--- src/rtl/bids22_sched_pkg.sv ---
// Shared types for the bids22 round scheduler.
// Opcodes, FSM states, winner codes and command bundle.
package bids22_sched_pkg;

  localparam logic [3:0] OP_NOP = 4'h0;

  typedef enum logic [2:0] {
    IDLE,
    ISSUE,
    CHECK,
    START,
    ROUND
  } sched_state_e;

  typedef enum logic [1:0] {
    NONE,
    WX,
    WY,
    WZ
  } winner_e;

  typedef struct packed {
    logic [3:0]  op;
    logic [31:0] data;
  } cmd_t;

  // f = {x, y, z}; anything but a single flag encodes as NONE
  function automatic winner_e win_enc(input logic [2:0] f);
    case (f)
      3'b100:  return WX;
      3'b010:  return WY;
      3'b001:  return WZ;
      default: return NONE;
    endcase
  endfunction

  function automatic logic win_multi(input logic [2:0] f);
    return (f[2] & f[1]) | (f[2] & f[0]) | (f[1] & f[0]);
  endfunction

endpackage

--- src/rtl/bids22_round_sched_fifo.sv ---
// Command FIFO for the bids22 round scheduler.
// Power-of-two depth, wrapping pointers, full/empty/count.
module bids22_cmd_fifo #(
  parameter int DEPTH = 4,
  parameter int W     = 36
) (
  input  logic                   clk,
  input  logic                   reset_n,
  input  logic                   push,
  input  logic [W-1:0]           wdata,
  input  logic                   pop,
  output logic [W-1:0]           rdata,
  output logic                   full,
  output logic                   empty,
  output logic [$clog2(DEPTH):0] count
);

  localparam int AW = $clog2(DEPTH);
  localparam int CW = AW + 1;

  logic [W-1:0]  mem [DEPTH];
  logic [AW-1:0] wp;
  logic [AW-1:0] rp;
  logic          do_push;
  logic          do_pop;

  assign full    = (count == CW'(DEPTH));
  assign empty   = (count == '0);
  assign do_push = push && !full;
  assign do_pop  = pop && !empty;
  assign rdata   = mem[rp];

  always_ff @(posedge clk or negedge reset_n) begin
    if (!reset_n) begin
      wp    <= '0;
      rp    <= '0;
      count <= '0;
    end else begin
      if (do_push) wp <= wp + AW'(1);
      if (do_pop)  rp <= rp + AW'(1);
      count <= count + CW'(do_push) - CW'(do_pop);
    end
  end

  always_ff @(posedge clk) begin
    if (do_push) mem[wp] <= wdata;
  end

endmodule

--- src/rtl/bids22_round_sched.sv ---
// Round scheduler: replays buffered host ops to the core,
// then runs a bidding round and captures the winner.
module bids22_round_sched
  import bids22_sched_pkg::*;
#(
  parameter int DEPTH   = 4,
  parameter int TIMEOUT = 1024
) (
  input  logic        clk,
  input  logic        reset_n,
  input  logic        cmd_valid,
  input  logic [3:0]  cmd_op,
  input  logic [31:0] cmd_data,
  output logic        cmd_ready,
  input  logic        start_req,
  output logic [3:0]  C_op,
  output logic [31:0] C_data,
  output logic        C_start,
  input  logic        ready,
  input  logic [2:0]  err,
  input  logic        roundOver,
  input  logic        X_win,
  input  logic        Y_win,
  input  logic        Z_win,
  input  logic [31:0] maxBid,
  output logic        busy,
  output logic        done,
  output logic [1:0]  winner,
  output logic [31:0] win_amt,
  output logic        ctrl_err,
  output logic [2:0]  last_err,
  output logic [7:0]  round_cnt
);

  localparam int CW = $clog2(DEPTH) + 1;
  localparam int TW = $clog2(TIMEOUT) + 1;
  localparam logic [TW-1:0] TMAX = TW'(TIMEOUT - 1);

  sched_state_e st, nxt;
  cmd_t         wr_cmd, rd_cmd;
  logic         full, empty, pop;
  logic [CW-1:0] fcnt;
  logic [TW-1:0] timer;
  logic         start_pend;
  logic         tmo;
  logic [2:0]   flags;
  winner_e      win_q;

  assign wr_cmd    = '{op: cmd_op, data: cmd_data};
  assign cmd_ready = !full;
  assign busy      = (st != IDLE) || (fcnt != '0);
  assign tmo       = (timer == TMAX);
  assign flags     = {X_win, Y_win, Z_win};
  assign winner    = win_q;

  bids22_cmd_fifo #(
    .DEPTH(DEPTH),
    .W    ($bits(cmd_t))
  ) u_fifo (
    .clk    (clk),
    .reset_n(reset_n),
    .push   (cmd_valid),
    .wdata  (wr_cmd),
    .pop    (pop),
    .rdata  (rd_cmd),
    .full   (full),
    .empty  (empty),
    .count  (fcnt)
  );

  always_ff @(posedge clk or negedge reset_n) begin
    if (!reset_n) st <= IDLE;
    else          st <= nxt;
  end

  // Queued commands always win over a pending round
  always_comb begin
    nxt = st;
    pop = 1'b0;
    unique case (st)
      IDLE: begin
        if (!empty && ready) begin
          pop = 1'b1;
          nxt = ISSUE;
        end else if (empty && start_pend) begin
          nxt = START;
        end
      end
      ISSUE:   nxt = CHECK;
      CHECK:   nxt = IDLE;
      START:   nxt = ROUND;
      ROUND:   if (roundOver || tmo) nxt = IDLE;
      default: nxt = IDLE;
    endcase
  end

  always_ff @(posedge clk or negedge reset_n) begin
    if (!reset_n) begin
      C_op       <= OP_NOP;
      C_data     <= '0;
      C_start    <= 1'b0;
      done       <= 1'b0;
      win_q      <= NONE;
      win_amt    <= '0;
      ctrl_err   <= 1'b0;
      last_err   <= '0;
      round_cnt  <= '0;
      timer      <= '0;
      start_pend <= 1'b0;
    end else begin
      C_op   <= OP_NOP;
      C_data <= '0;
      done   <= 1'b0;
      if (pop) begin
        C_op   <= rd_cmd.op;
        C_data <= rd_cmd.data;
      end
      if (st == CHECK) begin
        last_err <= err;
        if (err != '0) ctrl_err <= 1'b1;
      end
      if (st == START) begin
        C_start <= 1'b1;
        timer   <= '0;
      end
      if (st == ROUND) begin
        if (roundOver) begin
          C_start   <= 1'b0;
          done      <= 1'b1;
          win_q     <= win_enc(flags);
          win_amt   <= maxBid;
          round_cnt <= round_cnt + 8'd1;
          if (win_multi(flags)) ctrl_err <= 1'b1;
        end else if (tmo) begin
          C_start  <= 1'b0;
          ctrl_err <= 1'b1;
          win_q    <= NONE;
        end else begin
          timer <= timer + TW'(1);
        end
      end
      if (st == ROUND && (roundOver || tmo)) start_pend <= 1'b0;
      if (start_req) start_pend <= 1'b1;
    end
  end

endmodule

--- config.mk ---
export PLATFORM = sky130hd
export DESIGN_NAME = bids22_round_sched
export DESIGN_NICKNAME = d
export VERILOG_FILES = /design/src/rtl/bids22_sched_pkg.sv /design/src/rtl/bids22_round_sched_fifo.sv /design/src/rtl/bids22_round_sched.sv
export SDC_FILE = /design/constraint.sdc
export NUM_CORES = 1
export LEC_CHECK = 0
export CAP_MARGIN = 15
export CORE_MARGIN = 2
export CORE_UTILIZATION = 47
export DETAILED_ROUTE_END_ITERATION = 8
export PLACE_DENSITY = 0.75
export SLEW_MARGIN = 10
export SYNTH_ARGS = -nofsm -noshare
export SYNTH_HDL_FRONTEND = slang
export SYNTH_SLANG_ARGS = --single-unit
export TNS_END_PERCENT = 10
--- constraint.sdc ---
create_clock -name clk -period 2.7 [get_ports clk]
set_input_delay 0.54 -clock clk [delete_from_list [all_inputs] [get_ports clk]]
set_output_delay 0.54 -clock clk [all_outputs]
set_load 0.03 [all_outputs]
==> flow_summary.json, run 1 <==
{
  "status": "finished clean",
  "slowest_delay_ps": 720,
  "irDropWorstVdd_uv": 612.6,
  "cp-startpoint": "u_fifo.count[1]",
  "hp-start": "round_cnt[7]",
  "synthAdderAreaFrac": 0.01284,
  "p_clk_frac": 0.250,
  "clock_path_buffers": 3,
  "worst-path-max-fanout": 6,
  "cts_tree": "built",
  "antenna_found_initial": 0,
  "routed_wl_um": 18790,
  "r2r_end": "u_fifo.count[2]",
  "sequentialPowerShare": 0.413,
  "synth_xor_area_frac": 0.01498,
  "cts_num_sinks": 250,
  "fin_setup_tns_ps": 0,
  "cp_data_required_time_ps": 2160,
  "synth_nets": 589,
  "via_per_inst": 5.171,
  "path_cells": "nor2_1, nand2_1, clkdlybuf4s50_1",
  "seq_area_frac_synth": 0.7459,
  "ys.flop_type": "edfxtp_1",
  "arrival_ps": 1870,
  "grt_pass1_wl_um": 30640,
  "final_nets": 779,
  "fin_cells": 975,
  "slew_headroom": 0.5699,
  "max_freq_mhz": 414.6,
  "synthArstFlopShare": 0.4240,
  "yosysWarnings": 0,
  "power.switching_w": 0.004295,
  "clk_latency_ps": 530,
  "reg2reg_slack_ps": 510,
  "synthSimpleGateAreaFrac": 0.05765,
  "cap_viol_max_count": 0,
  "drive_gt1_frac": 0.1901,
  "drtIter0Drc": 186,
  "slew_violations": 0,
  "critical-path-slowest-cell": "clkdlybuf4s50_1",
  "grt_max_degree": 46,
  "grt_pass1_vias": 5620,
  "synthMuxAreaShare": 0.1323,
  "synth-seq-cells": 250,
  "clk_pin_slew_ps": 60,
  "synth_top_family_by_area": "multiplexers",
  "cts_root_buf": "clkbuf_16",
  "cts_buffers": 26,
  "power_frac_comb": 0.337,
  "syn_area_per_cell_um2": 18.71,
  "diodes": 0,
  "clock_skew_ps": 27.79,
  "fp.dieH_um": 145.1,
  "worstHoldPathType": "flop to flop",
  "gp_congestion": 0.7872,
  "swShare": 0.3152,
  "core_area_um2": 19530,
  "crit_path_end_kind": "output port",
  "r2r_start": "u_fifo.count[1]",
  "grt-ovfl-total": 0,
  "crit_type": "flop to output port",
  "firstDrtPassIters": 4,
  "holdPathStages": 1,
  "drc": 0,
  "rsz0062_at_grt": "false",
  "synth_cell_types": 43,
  "final-hold-violation-count": 0,
  "vias": 5042,
  "place_inst": 926,
  "synth_compound_area_frac": 0.02207,
  "internal_power_w": 0.009329,
  "place_hpwl_um": 11880,
  "syn_area_um2": 9354,
  "synth_edf_count": 144,
  "route.antenna.remaining_nets": 0,
  "holdPathEnd": "round_cnt[7]",
  "fill_cells": 1408,
  "worstMarginPinSlew_ps": 643.8,
  "start_util": 0.4790,
  "post_drt_wl_per_cell_um": 19.27,
  "h-tree-depth": 1,
  "finalCriticalPeriod_ps": 2412,
  "rows": 51,
  "post-route-period-util": 0.8932,
  "grt_usage": 0.1828,
  "final_cell_mix": "clkdlybuf4s50_1, edfxtp_1, dfrtp_1, mux2_2",
  "io_pins": 166,
  "powerDensity_nw_per_um2": 1107,
  "crit_path_start_kind": "flop",
  "p_leak_nw": 4.609,
  "report.final.setup_viol": 0,
  "chipWidth_um": 145.1,
  "rr_worst_depth": 10,
  "dieArea_um2": 21050,
  "area_growth_pct": 31.61,
  "numPortBuffers": 165,
  "final_common_cell": "clkdlybuf4s50_1",
  "netlist_instances": 500
}
==> metrics by stage <==
step | worst slack (ps) | total power, W | cell area (um2) | utilization | hold WS, ps
after floorplan | 7.000 | 0.008431 | 9354 | - | 244.4
after global placement | 286.6 | 0.01022 | 11460 | 0.5870 | 463.6
after detailed placement | 285.8 | 0.01038 | 11460 | 0.5870 | 468.0
after CTS | 53.30 | 0.01383 | 12310 | 0.6303 | 479.8
after global routing | 187.1 | 0.01428 | 12310 | 0.6305 | 509.3
final | 288.2 | 0.01362 | 12310 | 0.6305 | 475.0
==> cells by family (layout without fill, tap and decap cells) <==
| kind of cell | after synthesis | in the layout |
|---|---|---|
| buf+inv | 31 | 241 |
| fa+ha+maj | 9 | 9 |
| xor+xnor | 16 | 16 |
| mux | 74 | 74 |
| simple gates | 92 | 92 |
| compound gates | 28 | 28 |
| flops | 250 | 250 |
==> sequential cells by signal, summed over array words and instances, names as in the netlist <==
name and cells:
round_cnt 8, u_fifo.count 3, start_pend 1, st 3, C_op 4, C_start 1
last_err 3, ctrl_err 1, done 1, u_fifo.wp 2, winner 2, timer 11
C_data 32, win_amt 32, u_fifo.mem 144, u_fifo.rp 2
==> layout make-up <==
class,count,area [um2],share of cell area
Multi-Input combinational cell,219,2248,0.1826
Tap cell,265,331.6,0.02693
Clock buffer,41,757.0,0.06149
Timing Repair Buffer,180,1867,0.1516
Clock inverter,7,78.83,0.006403
Sequential cell,250,6979,0.5669
Inverter,13,48.80,0.003964
==> layer usage <==
layer  up-vias  wire length [um]  GRT usage
li1       2281                 -          -
met1      2550              7954     0.2347
met2       176              9150     0.3136
met3        35              1234    0.04686
met4         0               447    0.04657
met5         -                 0          0
==> synth_stat cells, types with 2 or more instances <==
cell type    n  area share
nor2b_1     36       0.024
nand2b_1     2      0.0013
xor2_1       4      0.0037
ha_1         8       0.011
clkbuf_1     9      0.0036
nor3b_1      2      0.0016
dfrtp_1    106        0.28
xnor2_1     12       0.011
a41oi_1      2      0.0019
nor3_1       4      0.0021
inv_1       13      0.0052
nand4_1      4      0.0027
nand2_1     13      0.0052
nor2_1       5      0.0020
o32ai_1      2      0.0019
a31oi_1      4      0.0027
buf_2        8      0.0043
nand3b_1     3      0.0024
and3_1       7      0.0047
nand3_1     11      0.0059
a21oi_1      6      0.0032
edfxtp_1   144        0.46
o21ai_0      4      0.0021
mux2_2      37       0.045
mux4_2      36       0.087
==> power groups by stage <==
stage                     sequential (W)  clock [W]  combinational (W)
after global routing             0.00575    0.00366            0.00488
after floorplan                  0.00652          0            0.00191
after CTS                        0.00565    0.00349            0.00468
after detailed placement         0.00572          0            0.00466
final                            0.00563    0.00341            0.00459
after global placement           0.00565          0            0.00457
==> critical path: cells and delay by family, from the launching register on <==
kind / cells / cell delay (ps)
buffers and inverters: 1 / 720
flip-flops: 1 / 430
AND/OR/NAND/NOR: 2 / 210
==> repair_timing <==
action,in CTS,in global routing
buffers inserted,0,0
hold buffers,1,0
setup endpoints to repair,0,1
gates resized for setup,0,1
hold endpoints to repair,2,0
==> worst max path at each step <==
stage | end | slack, ps
after floorplan | u_fifo.count[2] | 7
after global placement | u_fifo.count[2] | 290
after detailed placement | u_fifo.count[2] | 290
after CTS | busy | 50
after global routing | cmd_ready | 190
final | cmd_ready | 290
No activity file was read; power rests on OpenSTA's default activity.
==> run 2, diff against run 1 <==
--- a/config.mk
+++ b/config.mk
@@ -9,7 +9,7 @@
 export CORE_MARGIN = 2
 export CORE_UTILIZATION = 47
 export DETAILED_ROUTE_END_ITERATION = 8
-export PLACE_DENSITY = 0.75
+export PLACE_DENSITY_LB_ADDON = 0.25
 export SLEW_MARGIN = 10
 export SYNTH_ARGS = -nofsm -noshare
 export SYNTH_HDL_FRONTEND = slang
==> run 2 against run 1 <==
Critical path depth increased by 1. Routed wire length decreased by 0.31%. Worst setup slack got worse by 140 ps. Non-clock buffer count increased by 3. Die area unchanged. Sequential power about the same. Largest power group unchanged.
==> flow_summary.json, run 2 (synthesis gave the netlist of run 1 again) <==
{
  "firstDrtPassIters": 4,
  "final_nets": 782,
  "drive_gt1_frac": 0.1879,
  "finish.instance_area_um2": 12330,
  "grt_pass1_vias": 5503,
  "irDropWorstVdd_uv": 580.8,
  "finalCriticalPeriod_ps": 2552,
  "cts_tree": "built",
  "core_area_um2": 19530,
  "cts_num_sinks": 250,
  "ctsResizeCount": 0,
  "top_register": "u_fifo.mem",
  "cap_viol_max_count": 0,
  "path_cells": "nor3_1, buf_4, nand2_1, clkdlybuf4s50_1",
  "power_frac_comb": 0.332,
  "rr_worst_depth": 10,
  "slowest_delay_ps": 620,
  "routed_wl_um": 18730,
  "dieArea_um2": 21050,
  "numPortBuffers": 165,
  "slew_violations": 0,
  "largest_reg_flops": 144,
  "worst-path-max-fanout": 4,
  "final_cell_mix": "clkdlybuf4s50_1, edfxtp_1, dfrtp_1, mux2_2",
  "place_hpwl_um": 11440,
  "crit_path_end_kind": "output port",
  "antenna_found_initial": 0,
  "sequentialPowerShare": 0.413,
  "grt_max_degree": 50,
  "critical-path-slowest-cell": "clkdlybuf4s50_1",
  "fin_setup_tns_ps": 0,
  "fp.dieH_um": 145.1,
  "grt_pass1_wl_um": 30250,
  "top_layer": "met4",
  "swShare": 0.3089,
  "grt-ovfl-total": 0,
  "cts_root_buf": "clkbuf_16",
  "start_util": 0.4790,
  "chipWidth_um": 145.1,
  "clock_path_buffers": 3,
  "post-route-period-util": 0.9454,
  "rows": 51,
  "slew_headroom": 0.5060,
  "h-tree-depth": 1,
  "worstHoldPathType": "input pin to async pin",
  "arrival_ps": 2010,
  "power.switching_w": 0.004228,
  "post_drt_wl_per_cell_um": 19.15,
  "rsz0062_at_grt": "false",
  "route.antenna.remaining_nets": 0,
  "max_freq_mhz": 391.8,
  "r2r_end": "u_fifo.count[2]",
  "area_growth_pct": 31.77,
  "via_per_inst": 5.235,
  "drc": 0,
  "p_clk_frac": 0.255,
  "grt_usage": 0.1808,
  "drtIter0Drc": 264,
  "gp_congestion": 0.8608,
  "wl_met2_um": 9343,
  "crit_type": "flop to output port",
  "ctsHoldBuffers": 0,
  "cts_buffers": 26,
  "vias": 5120,
  "r2r_start": "st[1]",
  "clk_pin_slew_ps": 60,
  "report.final.setup_viol": 0,
  "final_common_cell": "clkdlybuf4s50_1",
  "reg2reg_slack_ps": 480,
  "status": "finished clean",
  "final-hold-violation-count": 0,
  "cts_setup_buffers": 0,
  "reg_top3": "u_fifo.mem x144, C_data x32, win_amt x32",
  "placed_cell_area_um2": 11480,
  "clock_skew_ps": 5.944,
  "fill_cells": 1401,
  "routed-wl-met3_um": 1180,
  "io_pins": 166,
  "diodes": 0,
  "powerDensity_nw_per_um2": 1111,
  "internal_power_w": 0.009460,
  "p_leak_nw": 4.632,
  "cp_data_required_time_ps": 2160,
  "wirelength_met1_um": 7828,
  "worstMarginPinSlew_ps": 740.9,
  "crit_path_start_kind": "flop",
  "clk_latency_ps": 510
}
==> run 2: per-stage QoR <==
stage / worst slack (ps) / utilization / power, W / instances / hold WS, ps
after global routing: 11.06 / 0.6312 / 0.01437 / 978 / 123.4
after CTS: 112.8 / 0.6312 / 0.01388 / 978 / 108.9
after detailed placement: 251.0 / 0.5879 / 0.01034 / 930 / 473.5
final: 147.5 / 0.6312 / 0.01369 / 978 / 65.49
after floorplan: 7.000 / - / 0.008431 / 500 / 244.4
after global placement: 306.3 / 0.5879 / 0.01020 / 930 / 463.6
==> run 2: worst max path at each step <==
| stage | depth (start not counted) | to | slack, ps | startpoint |
|---|---|---|---|---|
| 2_1_floorplan | 12 | u_fifo.count[2] | 7 | u_fifo.count[1] |
| 3_3_place_gp | 10 | u_fifo.count[2] | 310 | ready |
| 3_5_place_dp | 10 | u_fifo.count[2] | 250 | ready |
| 4_1_cts | 4 | busy | 110 | u_fifo.count[1] |
| 5_1_grt | 4 | busy | 10 | u_fifo.count[1] |
| 6_report | 4 | busy | 150 | u_fifo.count[1] |
==> run 2: final cells by class <==
class / count / area [um2] / area share
Clock buffer: 38 / 726.9 / 0.05898
Inverter: 13 / 48.80 / 0.003959
Multi-Input combinational cell: 219 / 2248 / 0.1824
Sequential cell: 250 / 6979 / 0.5662
Timing Repair Buffer: 183 / 1872 / 0.1519
Tap cell: 265 / 331.6 / 0.02690
Clock inverter: 10 / 118.9 / 0.009644
==> run 2: power groups by stage <==
| stage | clock network, W | logic [W] | registers, W |
|---|---|---|---|
| 2_1_floorplan | 0 | 0.00191 | 0.00652 |
| 3_3_place_gp | 0 | 0.00453 | 0.00567 |
| 3_5_place_dp | 0 | 0.00460 | 0.00573 |
| 4_1_cts | 0.00357 | 0.00463 | 0.00568 |
| 5_1_grt | 0.00375 | 0.00485 | 0.00577 |
| 6_report | 0.00349 | 0.00454 | 0.00566 |
==> run 2: metal layers <==
layer	up-vias	track usage
li1	2283	-
met1	2619	0.2359
met2	186	0.3110
met3	32	0.04214
met4	0	0.04314
met5	-	0
==> run 2: critical path: cells and delay by family (launching register included) <==
| kind | cells | cell delay [ps] |
|---|---|---|
| simple gates | 2 | 280 |
| flops | 1 | 440 |
| buf+inv | 2 | 780 |
==> run 3, diff against run 2 <==
--- a/config.mk
+++ b/config.mk
@@ -7,7 +7,8 @@
 export LEC_CHECK = 0
 export CAP_MARGIN = 15
 export CORE_MARGIN = 2
-export CORE_UTILIZATION = 47
+export CORE_UTILIZATION = 49
+export CTS_BUF_LIST = sky130_fd_sc_hd__clkbuf_4
 export DETAILED_ROUTE_END_ITERATION = 8
 export PLACE_DENSITY_LB_ADDON = 0.25
 export SLEW_MARGIN = 10
==> run 3 against run 2 <==
Sequential share of layout area grew 0.24 points. Fmax is 2.1% higher. Non-clock buffer count down 3. Routed wire length down 4.0%. Combinational power barely moved. Worst setup slack better by 52 ps. Sequential cell count unchanged. Largest cell class unchanged. Highest routed layer unchanged.
==> flow_summary.json, run 3 (synthesis gave the netlist of run 1 again) <==
{
  "area_growth_pct": 31.22,
  "grt_pass1_vias": 5578,
  "sequentialPowerShare": 0.423,
  "h-tree-depth": 2,
  "chipWidth_um": 142.2,
  "power_frac_comb": 0.337,
  "crit_path_start_kind": "flop",
  "irDropWorstVdd_uv": 567.5,
  "gp_congestion": 0.7955,
  "grt_pass1_wl_um": 28210,
  "swShare": 0.3172,
  "start_util": 0.5001,
  "finalCriticalPeriod_ps": 2500,
  "clock_skew_ps": 36.96,
  "diodes": 0,
  "dieArea_um2": 20210,
  "io_pins": 166,
  "routed_wl_um": 17970,
  "final_cell_mix": "clkdlybuf4s50_1, edfxtp_1, dfrtp_1, clkbuf_4, mux2_2",
  "slew_violations": 0,
  "p_leak_nw": 4.712,
  "rsz0062_at_grt": "false",
  "worstHoldPathType": "input pin to async pin",
  "cap_viol_max_count": 0,
  "worst-path-max-fanout": 4,
  "power.switching_w": 0.004244,
  "fin_util": 0.6562,
  "grt_max_degree": 69,
  "firstDrtPassIters": 4,
  "vias": 5194,
  "clk_latency_ps": 660,
  "place_hpwl_um": 11120,
  "hold_ws_ps": 340.1,
  "finish.instance_area_um2": 12270,
  "slew_headroom": 0.4856,
  "powerDensity_nw_per_um2": 1090,
  "antenna_found_initial": 0,
  "numPortBuffers": 165,
  "cts_tree": "built",
  "via_per_inst": 5.158,
  "crit_type": "flop to output port",
  "route.antenna.remaining_nets": 0,
  "drive_gt1_frac": 0.2587,
  "cp_data_required_time_ps": 2160,
  "clk_pin_slew_ps": 60,
  "drtIter0Drc": 219,
  "crit_path_end_kind": "output port",
  "top_register": "u_fifo.mem",
  "max_freq_mhz": 400.0,
  "core_area_um2": 18710,
  "fin_setup_tns_ps": 0,
  "cts_buffers": 61,
  "drc": 0,
  "place_ws_ps": 236.8,
  "post-route-period-util": 0.9260,
  "final_nets": 814,
  "cts_num_sinks": 250,
  "arrival_ps": 1960,
  "fp.dieH_um": 142.2,
  "worstMarginPinSlew_ps": 771.6,
  "clock_path_buffers": 3,
  "largest_reg_flops": 144,
  "final_common_cell": "clkdlybuf4s50_1",
  "reg_top3": "u_fifo.mem x144, C_data x32, win_amt x32",
  "grt-ovfl-total": 0,
  "final-hold-violation-count": 0,
  "placed_cell_area_um2": 11420,
  "setup_ws_ps": 199.7,
  "post_drt_wl_per_cell_um": 17.85,
  "p_clk_frac": 0.241,
  "cts_root_buf": "clkbuf_4",
  "status": "finished clean",
  "rows": 50,
  "report.final.setup_viol": 0,
  "internal_power_w": 0.009134,
  "grt_usage": 0.1812
}
## run 3: changes by cell type in the layout (fill, tap and decap cells not counted), moves of 2 or more
cell	delta
buf_4	-5
clkdlybuf4s50_1	-2
clkbuf_1	-10
clkbuf_4	+98
clkinv_1	+3
clkbuf_16	-27
## run 3: cell type report
type / count / area (um2)
timing repair buffer: 180 / 1866
sequential: 250 / 6979
multi-input combinational: 219 / 2248
inverter: 13 / 48.80
clock inverter: 13 / 103.9
tap: 234 / 292.8
fill: 1309 / 6431
clock buffer: 98 / 735.7
## run 3: metal layers
layer,routed length (um),GRT usage,up-vias
li1,-,-,2393
met1,7628,0.2335,2588
met2,8773,0.2980,190
met3,1358,0.05417,23
met4,212,0.05947,0
met5,0,0,-
## run 3: what timing repair did
action                                  in CTS  in global routing
setup buffers                                0                  0
endpoints found under the hold margin       19                  0
gates resized for setup                      1                  1
endpoints found under the setup margin       1                  1
hold buffers                                 1                  0
## run 3: critical path, stage by stage, from the launching register on
cell	delay (ps)
dfrtp_1	440
nor3_1	260
buf_4	170
nand2_1	50
dlygate4sd2_1	370
## run 3: path summary, 6_finish.rpt
check                                start         endpoint  slack [ps]  cells after the start
min                                reset_n  u_fifo.count[1]         340                      2
min in group clk              round_cnt[7]     round_cnt[7]         470                      1
max in group asynchronous          reset_n     round_cnt[2]        1660                      3
max reg2reg                          st[1]  u_fifo.count[2]         460                     10
min reg2reg                   round_cnt[7]     round_cnt[7]         470                      1
max                        u_fifo.count[1]             busy         200                      4
## run 3: power by group through the flow
stage / registers (W) / logic (W) / clock network [W]
after floorplan: 0.00652 / 0.00191 / 0
after detailed placement: 0.00575 / 0.00459 / 0
final: 0.00565 / 0.00451 / 0.00322
after CTS: 0.00567 / 0.00460 / 0.00335
after global placement: 0.00569 / 0.00452 / 0
after global routing: 0.00576 / 0.00484 / 0.00354
## run 3: stage by stage
step	std cells	power [W]
2_1_floorplan	500	0.008431
5_1_grt	1007	0.01415
4_1_cts	1007	0.01363
6_report	1007	0.01338
3_3_place_gp	895	0.01020
3_5_place_dp	895	0.01034
